$ cat src/rtl/binary_frame_readout_ctrl.sv
// Raster readout of the 1-bit/pixel binarized frame buffer into a valid/ready pixel stream.
// One start pulse runs one full pass and tags end-of-line and end-of-frame pixels.
module binary_frame_readout_ctrl #(
   parameter int unsigned WIDTH  = 1920,
   parameter int unsigned HEIGHT = 1080,
   parameter int unsigned ADDR_W = 21
) (
   input  logic              clk,
   input  logic              rst,
   input  logic              start,
   input  logic              abort,
   output logic              busy,
   output logic              done,
   output logic              mem_rd_en,
   output logic [ADDR_W-1:0] mem_addr,
   input  logic              mem_rd_data,
   output logic              out_valid,
   input  logic              out_ready,
   output logic              out_pixel,
   output logic              out_eol,
   output logic              out_eof
);

   localparam int unsigned COL_W = (WIDTH > 1) ? $clog2(WIDTH) : 1;
   localparam int unsigned ROW_W = (HEIGHT > 1) ? $clog2(HEIGHT) : 1;

   typedef enum logic [1:0] {StIdle, StWait, StHold, StDone} state_e;

   state_e            state_q, state_d;
   logic [COL_W-1:0]  col_q;
   logic [ROW_W-1:0]  row_q;
   logic [ADDR_W-1:0] addr_q;
   logic              col_last, row_last, frame_last;
   logic              handshake, advance;

   assign col_last   = (col_q == COL_W'(WIDTH - 1));
   assign row_last   = (row_q == ROW_W'(HEIGHT - 1));
   assign frame_last = col_last && row_last;
   // abort wins over a simultaneous handshake: that pixel counts as not delivered
   assign handshake  = (state_q == StHold) && out_ready && !abort;
   assign advance    = handshake && !frame_last;

   always_ff @(posedge clk) begin
      if (rst) begin
         state_q <= StIdle;
      end else begin
         state_q <= state_d;
      end
   end

   always_comb begin
      state_d = state_q;
      unique case (state_q)
         StIdle: if (start) state_d = StWait;
         StWait: state_d = abort ? StIdle : StHold;
         StHold: begin
            if (abort) begin
               state_d = StIdle;
            end else if (out_ready) begin
               state_d = frame_last ? StDone : StWait;
            end
         end
         StDone: state_d = StIdle;
         default: state_d = StIdle;
      endcase
   end

   always_comb begin
      busy      = (state_q != StIdle);
      done      = (state_q == StDone);
      out_valid = (state_q == StHold);
      mem_rd_en = ((state_q == StIdle) && start) || advance;
      mem_addr  = advance ? addr_q + ADDR_W'(1) : addr_q;
   end

   // Counters track the pixel currently fetched or held; addr advances linearly.
   always_ff @(posedge clk) begin
      if (rst || (abort && (state_q != StIdle))) begin
         col_q     <= '0;
         row_q     <= '0;
         addr_q    <= '0;
         out_pixel <= 1'b0;
         out_eol   <= 1'b0;
         out_eof   <= 1'b0;
      end else if (state_q == StWait) begin
         out_pixel <= mem_rd_data;
         out_eol   <= col_last;
         out_eof   <= frame_last;
      end else if (handshake) begin
         if (frame_last) begin
            col_q  <= '0;
            row_q  <= '0;
            addr_q <= '0;
         end else begin
            addr_q <= addr_q + ADDR_W'(1);
            if (col_last) begin
               col_q <= '0;
               row_q <= row_q + ROW_W'(1);
            end else begin
               col_q <= col_q + COL_W'(1);
            end
         end
      end
   end

endmodule

$ cat config.mk
export PLATFORM = sky130hd
export DESIGN_NAME = binary_frame_readout_ctrl
export DESIGN_NICKNAME = d
export VERILOG_FILES = /design/src/rtl/binary_frame_readout_ctrl.sv
export SDC_FILE = /design/constraint.sdc
export NUM_CORES = 1
export LEC_CHECK = 0
export ABC_AREA = 1
export BUFFER_PORTS_ARGS = -buffer_cell sky130_fd_sc_hd__clkbuf_2
export CORE_MARGIN = 10
export CORE_UTILIZATION = 59
export DETAILED_ROUTE_END_ITERATION = 8
export PLACE_DENSITY = 0.83
export SYNTH_ARGS = -nofsm -noshare
export SYNTH_HDL_FRONTEND = slang
export SYNTH_SLANG_ARGS = --single-unit
$ cat constraint.sdc
create_clock -name clk -period 2.55 [get_ports clk]
set_clock_uncertainty 0.1 [all_clocks]
set_input_delay 0.51 -clock clk [delete_from_list [all_inputs] [get_ports clk]]
set_output_delay 0.51 -clock clk [all_outputs]
set_load 0.01 [all_outputs]
==> flow_summary.toml <==
[pwr]
switchingPower_w = 0.000333
cellPowerDensity_nw_per_um2 = 395
power_w = 0.00140
swShare_pct = 23.7
ir_drop_v = 0.000367
sequentialPowerShare_pct = 54.0
p_clk_share_pct = 39.3
combinationalPowerShare_pct = 6.7
power_leakage_nw = 1.45
p_int_w = 0.00107

[synth]
synth_nets = 473
yosys_warnings = 0
ys_types = 28
yosys_register_bits = 48
async_reset_ff_share_pct = 0
syn_inst = 464
ys_seq_area_share_pct = 31.8
synth_area_um2 = 3030
dominantRegCellSynth = "dfxtp_1"
synth_edf_count = 0
syn_avg_cell_area_um2 = 6.52

[worst_setup_path]
slowest_delay_ns = 0.40
required_ns = 1.94
worstPathCellList = "nand2_2 -> nor2_1 -> nand3_2 -> nor2_4 -> nor2_8 -> buf_4 -> o21ai_1 -> buf_2"
cpMaxStageDelayCell = "dfxtp_1"
worst_setup_path_end_kind = "output port"
critPathKind = "reg2out"
critPathMaxFanout = 6
crit_arrival_ns = 1.89
cp-start-kind = "flip-flop"

[finish]
fin_cells = 583
layout-drive-gt1-share_pct = 26.5
final_design_area_no_fill_um2 = 3560
synthToLayoutAreaGrowth_pct = 17.6
nets = 521
num_antenna_cells = 0

[placed_design]
portBuffers = 33
placed_area_um2 = 3250
dpl.cell_count = 564
hpwlAfterDp_mm = 5.43
routabilityCongestion = 0.878

[routing]
via_count = 3072
drc_errors = 0
vias_per_cell = 5.27
drt-met1-wl_mm = 3.25
routed_wirelength_mm = 7.69
wl_per_cell_um = 13.2
dr.pass1.iters = 4
wl_met2_mm = 3.98
topRoutingLayerUsed = "met4"
antenna_left = 0
drt_iter0_drc = 176
wl_met3_um = 399

[global_route]
antenna_found_initial = 0
grt_usage_pct = 17.6
grt_pass1_wl_mm = 12.6
grt_pass1_vias = 2912
overflow = 0
grt_max_degree = 30

[clocking]
htree_levels = 2
clkSlewWorstSetupHoldPaths_ns = 0.09
hold_buffers = 0
cts_buffers = 5
clk_latency_ns = 0.30
clkSinkCount = 48
cts_tree = "yes"
cts-root-buf = "clkbuf_8"
cts_buffer_depth = 2

[sta]
fin_crit_ns = 2.50
min_period_over_period_pct = 98.1
fin_tns_setup_ns = 0
hold_slack_ns = 0.338
finalHoldViolations = 0
timing.slew.headroom_pct = 62.8
drv_slew = 0
worst_pin_slew_ns = 0.556
setup_viol = 0
fmaxAchievable_mhz = 400

[floorplan]
rows = 26
dieHeight_um = 91.6
die_w_um = 91.6
die_area_um2 = 8390
pin_count = 34
core-area_um2 = 5040
start_util_pct = 60.0

[run]
max_cap_violations = 0

[min_path]
hp-class = "in2reg"

[status]
outcome = "finished clean"
## critical path, delay by kind of cell, from the launching register on
family | cells | cell delay [ns]
AO/OA/AOI/OAI | 1 | 0.14
buffers and inverters | 2 | 0.31
flip-flops | 1 | 0.40
AND/OR/NAND/NOR | 5 | 0.74
## repair_timing
| item | 4_1_cts | 5_1_grt |
|---|---|---|
| gates cloned | 1 | 0 |
| resized for setup | 10 | 26 |
| pin swaps | 4 | 5 |
| buffers inserted | 6 | 4 |
| endpoints found under the setup margin | 22 | 22 |
| hold endpoints to repair | 0 | 0 |
## sequential cells by signal, summed over array words and instances (netlist names)
name,cells
addr_q,21
out_eol,1
row_q,11
state_q,2
col_q,11
out_pixel,1
out_eof,1
## power groups by stage
stage	logic [W]	registers, W	clock network (W)
final	0.0000938	0.000758	0.000553
after CTS	0.0000935	0.000761	0.000572
after detailed placement	0.0000918	0.000778	0
after global placement	0.0000912	0.000778	0
after floorplan	0.0000602	0.000780	0
after global routing	0.000104	0.000759	0.000595
## logic make-up after synthesis
group | count (synthesis) | share of synthesized area (%)
xor+xnor | 12 | 3.47
compound gates | 63 | 12.4
buf+inv | 66 | 9.39
simple gates | 272 | 41.7
fa+ha+maj | 3 | 1.24
flops | 48 | 31.8
## Yosys cell counts (3+ instances only)
cell | n | share of area [%]
buf_2 | 5 | 0.83
buf_6 | 4 | 1.5
inv_1 | 53 | 6.6
nor2_4 | 4 | 1.5
ha_1 | 3 | 1.2
dfxtp_1 | 48 | 32
nor3_1 | 5 | 0.83
inv_2 | 4 | 0.50
nand4_1 | 6 | 1.2
nand3_1 | 24 | 4.0
xor2_1 | 11 | 3.2
nand2_2 | 18 | 3.7
nand2_1 | 136 | 17
o21ai_2 | 12 | 3.5
nor2_2 | 6 | 1.2
a21oi_1 | 33 | 5.5
nand3_2 | 5 | 1.7
nor2_1 | 60 | 7.4
o21ai_0 | 13 | 2.2
## final timing paths
path / startpoint / slack (ns) / end / cells after the start
max: col_q[9] / 0.05 / mem_addr[13] / 8
min: mem_rd_data / 0.34 / out_pixel / 3
max reg2reg: state_q[1] / 0.60 / row_q[5] / 10
min reg2reg: out_pixel / 0.37 / out_pixel / 2
## final cells by class
| cell class | count | area, µm² |
|---|---|---|
| Sequential cell | 48 | 977 |
| Inverter | 57 | 216 |
| Clock inverter | 2 | 35.0 |
| Clock buffer | 6 | 72.6 |
| Timing Repair Buffer | 49 | 289 |
| Tap cell | 70 | 87.6 |
| Fill cell | 409 | 1490 |
| Multi-Input combinational cell | 351 | 1880 |
## metal layers
metal / up-vias / GRT usage [%]
met4: 0 / 4.83
met1: 1409 / 19.2
met5: - / 0
met3: 6 / 4.16
met2: 97 / 32.9
li1: 1560 / -
## layout by cell type, fill, tap and decap left out, drive strengths merged
| cell type | count |
|---|---|
| a211oi | 2 |
| a21oi | 34 |
| buf | 18 |
| bufinv | 1 |
| clkbuf | 37 |
| clkinv | 1 |
| dfxtp | 48 |
| ha | 3 |
| inv | 57 |
| nand2 | 156 |
| nand3 | 29 |
| nand4 | 6 |
| nor2 | 72 |
| nor3 | 8 |
| o21ai | 27 |
| or2 | 2 |
| xnor2 | 1 |
| xor2 | 11 |
## per-stage QoR
stage	setup WS, ns	utilization, %
floorplan	0.436	-
global placement	0.187	64.5
detailed placement	0.101	64.5
CTS	0.00287	68.4
global route	-0.0869	70.5
finish	0.0488	70.5
No activity file was read; power rests on OpenSTA's default activity.
